--- src/rtl/simon_pkg.sv ---
// Shared state encoding and constant-width helpers for the Simon engine slice.
package simon_pkg;

    typedef enum logic [2:0] {
        S_IDLE,
        S_APPEND,
        S_SHOW_ON,
        S_SHOW_OFF,
        S_LISTEN,
        S_WIN,
        S_LOSE
    } state_t;

    function automatic int unsigned clog2(input int unsigned v);
        int unsigned r;
        r = 0;
        while ((r < 32) && ((64'd1 << r) < 64'(v))) begin
            r++;
        end
        return r;
    endfunction

    function automatic int unsigned max3(input int unsigned a, input int unsigned b,
                                         input int unsigned c);
        int unsigned m;
        m = (a > b) ? a : b;
        return (m > c) ? m : c;
    endfunction

endpackage

--- src/rtl/simon_engine_if.sv ---
// Player/rng inputs and LED/score outputs of the Simon engine, grouped as one bundle.
interface simon_engine_if #(
    parameter int unsigned NUM_BUTTONS = 4,
    parameter int unsigned DEPTH       = 16
);
    import simon_pkg::*;

    localparam int unsigned BTN_W = clog2(NUM_BUTTONS);
    localparam int unsigned LVL_W = clog2(DEPTH + 1);

    logic                   i_tick;
    logic                   i_start;
    logic [BTN_W-1:0]       i_rand;
    logic [BTN_W-1:0]       i_in_btn;
    logic                   i_in_valid;
    logic [NUM_BUTTONS-1:0] o_led;
    logic                   o_win;
    logic                   o_lose;
    logic                   o_hs;
    logic [LVL_W-1:0]       o_level;
    logic [LVL_W-1:0]       o_high_score;

    modport slave (
        input  i_tick, i_start, i_rand, i_in_btn, i_in_valid,
        output o_led, o_win, o_lose, o_hs, o_level, o_high_score
    );

    modport master (
        output i_tick, i_start, i_rand, i_in_btn, i_in_valid,
        input  o_led, o_win, o_lose, o_hs, o_level, o_high_score
    );

endinterface

--- src/rtl/simon_seq_mem.sv ---
// Sequence store: register file with one synchronous write port and one async read port.
module simon_seq_mem #(
    parameter int unsigned DEPTH  = 16,
    parameter int unsigned WIDTH  = 2,
    parameter int unsigned ADDR_W = 4
) (
    input  logic              clk,
    input  logic              i_we,
    input  logic [ADDR_W-1:0] i_waddr,
    input  logic [WIDTH-1:0]  i_wdata,
    input  logic [ADDR_W-1:0] i_raddr,
    output logic [WIDTH-1:0]  o_rdata
);

    logic [WIDTH-1:0] r_mem [DEPTH];

    always_ff @(posedge clk) begin
        if (i_we) begin
            r_mem[i_waddr] <= i_wdata;
        end
    end

    assign o_rdata = r_mem[i_raddr];

endmodule

--- src/rtl/simon_engine.sv ---
// Simon game engine: grows a random sequence, replays it on one-hot LEDs paced by tick,
// checks player presses with a per-press timeout, and tracks level and high score.
module simon_engine
    import simon_pkg::*;
#(
    parameter int unsigned NUM_BUTTONS   = 4,
    parameter int unsigned DEPTH         = 16,
    parameter int unsigned ON_TICKS      = 4,
    parameter int unsigned OFF_TICKS     = 2,
    parameter int unsigned TIMEOUT_TICKS = 32
) (
    input  logic           clk,
    input  logic           rst_n,
    simon_engine_if.slave  bus
);

    localparam int unsigned BTN_W  = clog2(NUM_BUTTONS);
    localparam int unsigned LVL_W  = clog2(DEPTH + 1);
    localparam int unsigned ADDR_W = (clog2(DEPTH) == 0) ? 1 : clog2(DEPTH);
    localparam int unsigned CNT_W  = clog2(max3(ON_TICKS, OFF_TICKS, TIMEOUT_TICKS) + 1);

    state_t                 r_state;
    logic                   r_start_d;
    logic [LVL_W-1:0]       r_level;
    logic [LVL_W-1:0]       r_idx;
    logic [LVL_W-1:0]       r_high_score;
    logic [CNT_W-1:0]       r_cnt;
    logic [NUM_BUTTONS-1:0] r_led;
    logic                   r_win;
    logic                   r_lose;
    logic                   r_hs;

    logic                   w_start_rise;
    logic [BTN_W:0]         w_rand_ext;
    logic [BTN_W-1:0]       w_fold;
    logic [BTN_W-1:0]       w_rd_data;
    logic                   w_we;
    logic                   w_idx_last;
    logic [LVL_W-1:0]       w_lose_score;
    logic                   w_lose_new_hs;
    logic                   w_win_new_hs;
    logic [NUM_BUTTONS-1:0] w_echo;

    function automatic logic [NUM_BUTTONS-1:0] onehot(input logic [BTN_W-1:0] b);
        return NUM_BUTTONS'(1) << b;
    endfunction

    assign w_start_rise  = bus.i_start & ~r_start_d;
    assign w_rand_ext    = (BTN_W+1)'(bus.i_rand);
    assign w_fold        = (w_rand_ext >= (BTN_W+1)'(NUM_BUTTONS))
                           ? BTN_W'(w_rand_ext - (BTN_W+1)'(NUM_BUTTONS)) : bus.i_rand;
    assign w_we          = (r_state == S_APPEND);
    assign w_idx_last    = ((r_idx + LVL_W'(1)) == r_level);
    assign w_lose_score  = r_level - LVL_W'(1);
    assign w_lose_new_hs = (w_lose_score > r_high_score);
    assign w_win_new_hs  = (LVL_W'(DEPTH) > r_high_score);
    assign w_echo        = ((r_state == S_LISTEN) && bus.i_in_valid) ? onehot(bus.i_in_btn) : '0;

    simon_seq_mem #(
        .DEPTH  (DEPTH),
        .WIDTH  (BTN_W),
        .ADDR_W (ADDR_W)
    ) u_mem (
        .clk     (clk),
        .i_we    (w_we),
        .i_waddr (r_level[ADDR_W-1:0]),
        .i_wdata (w_fold),
        .i_raddr (r_idx[ADDR_W-1:0]),
        .o_rdata (w_rd_data)
    );

    // idx advances when a step goes dark, so during SHOW_OFF the async read already
    // presents the next step and its LED can be registered on the SHOW_OFF exit edge.
    always_ff @(posedge clk or negedge rst_n) begin
        if (!rst_n) begin
            r_state      <= S_IDLE;
            r_start_d    <= 1'b0;
            r_level      <= '0;
            r_idx        <= '0;
            r_high_score <= '0;
            r_cnt        <= '0;
            r_led        <= '0;
            r_win        <= 1'b0;
            r_lose       <= 1'b0;
            r_hs         <= 1'b0;
        end else begin
            r_start_d <= bus.i_start;
            case (r_state)
                S_IDLE, S_WIN, S_LOSE: begin
                    if (w_start_rise) begin
                        r_win   <= 1'b0;
                        r_lose  <= 1'b0;
                        r_hs    <= 1'b0;
                        r_level <= '0;
                        r_idx   <= '0;
                        r_cnt   <= '0;
                        r_state <= S_APPEND;
                    end
                end
                S_APPEND: begin
                    // mem[0] is being written this cycle on the first round; bypass it.
                    r_led   <= onehot((r_level == '0) ? w_fold : w_rd_data);
                    r_level <= r_level + LVL_W'(1);
                    r_idx   <= '0;
                    r_cnt   <= '0;
                    r_state <= S_SHOW_ON;
                end
                S_SHOW_ON: begin
                    if (bus.i_tick) begin
                        if (r_cnt == CNT_W'(ON_TICKS - 1)) begin
                            r_cnt   <= '0;
                            r_led   <= '0;
                            r_idx   <= r_idx + LVL_W'(1);
                            r_state <= S_SHOW_OFF;
                        end else begin
                            r_cnt <= r_cnt + CNT_W'(1);
                        end
                    end
                end
                S_SHOW_OFF: begin
                    if (bus.i_tick) begin
                        if (r_cnt == CNT_W'(OFF_TICKS - 1)) begin
                            r_cnt <= '0;
                            if (r_idx == r_level) begin
                                r_idx   <= '0;
                                r_state <= S_LISTEN;
                            end else begin
                                r_led   <= onehot(w_rd_data);
                                r_state <= S_SHOW_ON;
                            end
                        end else begin
                            r_cnt <= r_cnt + CNT_W'(1);
                        end
                    end
                end
                S_LISTEN: begin
                    if (bus.i_in_valid) begin
                        r_cnt <= '0;
                        if (bus.i_in_btn != w_rd_data) begin
                            r_lose  <= 1'b1;
                            r_state <= S_LOSE;
                            if (w_lose_new_hs) begin
                                r_high_score <= w_lose_score;
                                r_hs         <= 1'b1;
                            end
                        end else if (w_idx_last) begin
                            r_idx <= '0;
                            if (r_level == LVL_W'(DEPTH)) begin
                                r_win   <= 1'b1;
                                r_state <= S_WIN;
                                if (w_win_new_hs) begin
                                    r_high_score <= LVL_W'(DEPTH);
                                    r_hs         <= 1'b1;
                                end
                            end else begin
                                r_state <= S_APPEND;
                            end
                        end else begin
                            r_idx <= r_idx + LVL_W'(1);
                        end
                    end else if (bus.i_tick) begin
                        if (r_cnt == CNT_W'(TIMEOUT_TICKS - 1)) begin
                            r_cnt   <= '0;
                            r_lose  <= 1'b1;
                            r_state <= S_LOSE;
                            if (w_lose_new_hs) begin
                                r_high_score <= w_lose_score;
                                r_hs         <= 1'b1;
                            end
                        end else begin
                            r_cnt <= r_cnt + CNT_W'(1);
                        end
                    end
                end
                default: r_state <= S_IDLE;
            endcase
        end
    end

    // Echo is shown in the strobe cycle itself; playback LEDs are registered.
    assign bus.o_led        = r_led | w_echo;
    assign bus.o_win        = r_win;
    assign bus.o_lose       = r_lose;
    assign bus.o_hs         = r_hs;
    assign bus.o_level      = r_level;
    assign bus.o_high_score = r_high_score;

endmodule

--- src/flat_wrapper.sv ---
// flat-port wrapper written by rule: the top's interface ports become plain ports
module simon_engine_flat import simon_pkg::*;
#(
    parameter int unsigned NUM_BUTTONS   = 4,
    parameter int unsigned DEPTH         = 16,
    parameter int unsigned ON_TICKS      = 4,
    parameter int unsigned OFF_TICKS     = 2,
    parameter int unsigned TIMEOUT_TICKS = 32
)
  (clk, rst_n, bus_i_tick, bus_i_start, bus_i_rand, bus_i_in_btn, bus_i_in_valid, bus_o_led, bus_o_win, bus_o_lose, bus_o_hs, bus_o_level, bus_o_high_score);
  simon_engine_if #(.NUM_BUTTONS(NUM_BUTTONS), .DEPTH(DEPTH)) bus_i ();
  input  logic clk;
  input  logic rst_n;
  input wire logic [$bits(bus_i.i_tick)-1:0] bus_i_tick;
  input wire logic [$bits(bus_i.i_start)-1:0] bus_i_start;
  input wire logic [$bits(bus_i.i_rand)-1:0] bus_i_rand;
  input wire logic [$bits(bus_i.i_in_btn)-1:0] bus_i_in_btn;
  input wire logic [$bits(bus_i.i_in_valid)-1:0] bus_i_in_valid;
  output wire logic [$bits(bus_i.o_led)-1:0] bus_o_led;
  output wire logic [$bits(bus_i.o_win)-1:0] bus_o_win;
  output wire logic [$bits(bus_i.o_lose)-1:0] bus_o_lose;
  output wire logic [$bits(bus_i.o_hs)-1:0] bus_o_hs;
  output wire logic [$bits(bus_i.o_level)-1:0] bus_o_level;
  output wire logic [$bits(bus_i.o_high_score)-1:0] bus_o_high_score;
  assign bus_i.i_tick = bus_i_tick;
  assign bus_i.i_start = bus_i_start;
  assign bus_i.i_rand = bus_i_rand;
  assign bus_i.i_in_btn = bus_i_in_btn;
  assign bus_i.i_in_valid = bus_i_in_valid;
  assign bus_o_led = bus_i.o_led;
  assign bus_o_win = bus_i.o_win;
  assign bus_o_lose = bus_i.o_lose;
  assign bus_o_hs = bus_i.o_hs;
  assign bus_o_level = bus_i.o_level;
  assign bus_o_high_score = bus_i.o_high_score;
  simon_engine #(.NUM_BUTTONS(NUM_BUTTONS), .DEPTH(DEPTH), .ON_TICKS(ON_TICKS), .OFF_TICKS(OFF_TICKS), .TIMEOUT_TICKS(TIMEOUT_TICKS)) u_core (.clk(clk), .rst_n(rst_n), .bus(bus_i));
endmodule
--- config.mk ---
export PLATFORM = sky130hd
export DESIGN_NAME = simon_engine_flat
export DESIGN_NICKNAME = d
export VERILOG_FILES = /design/src/rtl/simon_pkg.sv /design/src/rtl/simon_engine_if.sv /design/src/rtl/simon_seq_mem.sv /design/src/rtl/simon_engine.sv /design/src/flat_wrapper.sv
export SDC_FILE = /design/constraint.sdc
export NUM_CORES = 1
export LEC_CHECK = 0
export CAP_MARGIN = 15
export CORE_UTILIZATION = 35
export DETAILED_ROUTE_END_ITERATION = 12
export GPL_TIMING_DRIVEN = 0
export HOLD_SLACK_MARGIN = 0.03
export PLACE_DENSITY_LB_ADDON = 0.08
export SLEW_MARGIN = 20
export SYNTH_ARGS = -nofsm -noshare
export SYNTH_HDL_FRONTEND = slang
export SYNTH_SLANG_ARGS = --single-unit
--- constraint.sdc ---
create_clock -name clk -period 2.4 [get_ports clk]
set_input_delay 0.48 -clock clk [delete_from_list [all_inputs] [get_ports clk]]
set_output_delay 0.48 -clock clk [all_outputs]
set_load 0.02 [all_outputs]
==> flow_summary.toml <==
[worst_setup_path]
endpoint = "u_core.r_idx[2]$_DFFE_PN0P_"
reg2reg_to = "u_core.r_idx[2]$_DFFE_PN0P_"
path_class = "reg2reg"
worstSetupStartpoint = "u_core.r_idx[1]$_DFFE_PN0P_"
startpoint_type = "register"
cpMostUsedCell = "buf_6"
crit_slowest_cell = "dfrtp_1"
cp_data_required_time_ps = 2680
worst-r2r-setup-slack_ps = -100
worstPathCellList = "buf_6, buf_12, mux2i_2, a22oi_2, a211o_1, nand3_2, nand4_4, buf_6, a2111o_1, a21oi_1"
crit_family = "compound AO/OA/AOI/OAI gates"
rr_startpoint = "u_core.r_idx[1]$_DFFE_PN0P_"
worstPathMaxFanout = 10
end_kind = "register"
path_depth = 10
rr_worst_depth = 10
path_buf_inv = 3
crit_arrival_ps = 2780
slowest_delay_ps = 420

[finish]
layout_common_cells = "edfxtp_1, nor2_1, dfrtp_1"
fin_util_pct = 47.60
diodes = 0
layout.cells.non_filler = 558
num-nets-final = 440
syn_to_final_growth_pct = 31.54
drive_gt1_share_pct = 29.62
fill_cells = 1007
final_area_mm2 = 0.004936
layout_commonest_cell = "edfxtp_1"
ff_latch_area_mm2 = 0.001767
multiInputGateArea_mm2 = 0.002152

[routing]
firstDrtPassIters = 4
drcViolationCount = 0
viasPerCell = 5.416
dr.first_iter.drc_count = 138
ant_nets = 0
via_count = 3022
wl_per_cell_um = 17.63
routed_wl_um = 9835

[floorplan]
die_h_um = 105.5
io_pins = 26
core_mm2 = 0.01037
start_util_pct = 36.18
rows = 37
die_area_mm2 = 0.01114
die_x_um = 105.5

[sta]
setup_violations = 10
rsz0062_at_grt = "yes"
timing.final.crit_share_pct = 104.1
slew_headroom_pct = 55.62
slew_violations = 0
fmax_ghz = 0.4004
worstMarginPinSlew_ps = 663.6
fin_skew_ps = 14.82
min_period_ps = 2497
hold_viol_final = 0
fin_ws_ps = -97.45

[global_route]
grt_max_degree = 19
grt_pass1_vias = 2993
antenna_found_initial = 0
grt_first_pass_wirelength_um = 15840
grt_overflow = 0
grt_use_total_pct = 18.64

[cts]
cts_root_buffer = "clkbuf_8"
numCtsBuffers = 9
clk_pin_slew_worst_paths_ps = 80
htree_levels = 3
cts_tree = "built"
worst_skew_pair.late_latency_ps = 350
cts_sinks = 64
clockBufferDepth = 2

[flow_run]
max-cap-violations = 0

[yosys]
synth.avg_cell_area_um2 = 10.45
ys_warn_count = 0
syn_inst = 359
synth_cell_type_count = 61
syn-num-nets = 382
ys_seq_area_share_pct = 46.95
async_reset_ff_share_pct = 50.00
synth_flop_cell = "edfxtp_1"
synth_enable_flop_cells = 32
synth.ff_latch_count = 64
synth.cell_area_mm2 = 0.003752

[min_path]
hold_path_class = "in2async"

[placed_design]
place.gp.congestion = 0.8314
detailed_place.area_mm2 = 0.004268
numPortBuffers = 24
dp_hpwl_um = 6835
place_inst = 520

[outcome]
status = "complete, but fails checks"
violations = "setup timing"

[power_and_ir_drop]
irDropWorstVdd_v = 0.0005606
leakage_nw = 1.873
power_density_mw_per_mm2 = 1106
p_total_mw = 5.458
[worst register-to-register path, stage by stage (launching register included)]
cell and delay, ps:
dfrtp_1 420, buf_6 170, buf_12 150, mux2i_2 220, a22oi_2 100, a211o_1 330, nand3_2 120, nand4_4 160
buf_6 200, a2111o_1 410, a21oi_1 140
[cells by family after synthesis]
group	share of synthesized area, %
AO/OA/AOI/OAI	15.61
XOR/XNOR	3.034
adder cells (fa/ha/maj)	5.135
buffers and inverters	4.268
flip-flops	46.95
multiplexers	8.236
AND/OR/NAND/NOR	16.77
[what timing repair did]
action                     in CTS  in global routing
setup endpoints to repair      43                 31
hold endpoints to repair        0                  0
hold buffers                    0                  0
setup buffers                  17                  4
pin swaps                      19                  8
gates resized for setup        53                 36
cloned                          2                  0
[power by group]
group / internal, mW / switching (mW) / total [mW]
combinational: 1.39 / 1.64 / 3.04
sequential: 1.32 / 0.161 / 1.48
clock: 0.479 / 0.460 / 0.939
total: 3.19 / 2.26 / 5.46
[sequential cells by signal (all words and copies together) (netlist names)]
name                     count
u_core.r_cnt                 6
u_core.bus.o_high_score      5
u_core.u_mem.r_mem          32
u_core.bus.o_win             1
u_core.bus.o_lose            1
u_core.bus.o_hs              1
u_core.bus.o_level           5
u_core.r_state               3
u_core.r_led                 4
u_core.r_start_d             1
u_core.r_idx                 5
[per-layer routing]
metal | vias to the layer above | GRT usage (%) | share of wire [%]
li1 | 1443 | - | -
met1 | 1501 | 25.80 | 48
met2 | 72 | 29.32 | 48
met3 | 6 | 3.401 | 3.8
met4 | 0 | 6.448 | 0.92
met5 | - | 0 | 0
[per-stage QoR]
stage	hold slack [ps]	TNS [ps]	setup slack (ps)
after global placement	466.7	-5623	-502.7
final	75.62	-440.3	-97.45
after detailed placement	465.1	-5896	-500.7
after global routing	100.7	-2137	-206.4
after CTS	82.75	-579.0	-91.12
after floorplan	184.4	0	9.085
[synth_stat cells, types with 5 or more instances]
| master | n | share of area (%) |
|---|---|---|
| xnor2_1 | 6 | 1.4 |
| nor2b_1 | 7 | 1.2 |
| o31ai_1 | 8 | 1.6 |
| nand2_1 | 26 | 2.6 |
| xor2_1 | 7 | 1.6 |
| nor3_1 | 7 | 0.93 |
| o21a_1 | 5 | 1.0 |
| nor2_1 | 31 | 3.1 |
| o21ai_0 | 16 | 2.1 |
| dfrtp_1 | 32 | 21 |
| clkbuf_1 | 11 | 1.1 |
| mux2_2 | 5 | 1.5 |
| mux2_1 | 6 | 1.8 |
| mux2i_1 | 14 | 3.7 |
| nand2b_1 | 7 | 1.2 |
| a21oi_1 | 13 | 1.7 |
| nand3_1 | 13 | 1.7 |
| ha_1 | 13 | 4.3 |
| inv_1 | 17 | 1.7 |
| edfxtp_1 | 32 | 26 |
[worst min-delay path by stage]
| stage | startpoint | to | slack (ps) | cells past startpoint |
|---|---|---|---|---|
| floorplan | rst_n | u_core.bus.o_high_score[0]$_DFFE_PN0P_ | 180 | 0 |
| global placement | u_core.r_led[1]$_DFFE_PN0P_ | u_core.r_led[1]$_DFFE_PN0P_ | 470 | 2 |
| detailed placement | rst_n | u_core.r_led[2]$_DFFE_PN0P_ | 470 | 1 |
| CTS | rst_n | u_core.r_led[3]$_DFFE_PN0P_ | 80 | 1 |
| global route | rst_n | u_core.r_led[3]$_DFFE_PN0P_ | 100 | 1 |
| finish | rst_n | u_core.r_led[3]$_DFFE_PN0P_ | 80 | 1 |
[area by class of cell]
cell class / count / share of cell area, %
buffer: 18 / 3.219
clock buffer: 9 / 2.510
clock inverter: 7 / 1.470
inverter: 17 / 1.394
multi-input combinational: 259 / 43.60
sequential: 64 / 35.79
tap: 136 / 3.447
timing repair buffer: 48 / 8.568
Note: power is estimated with default switching activity, not from simulation.
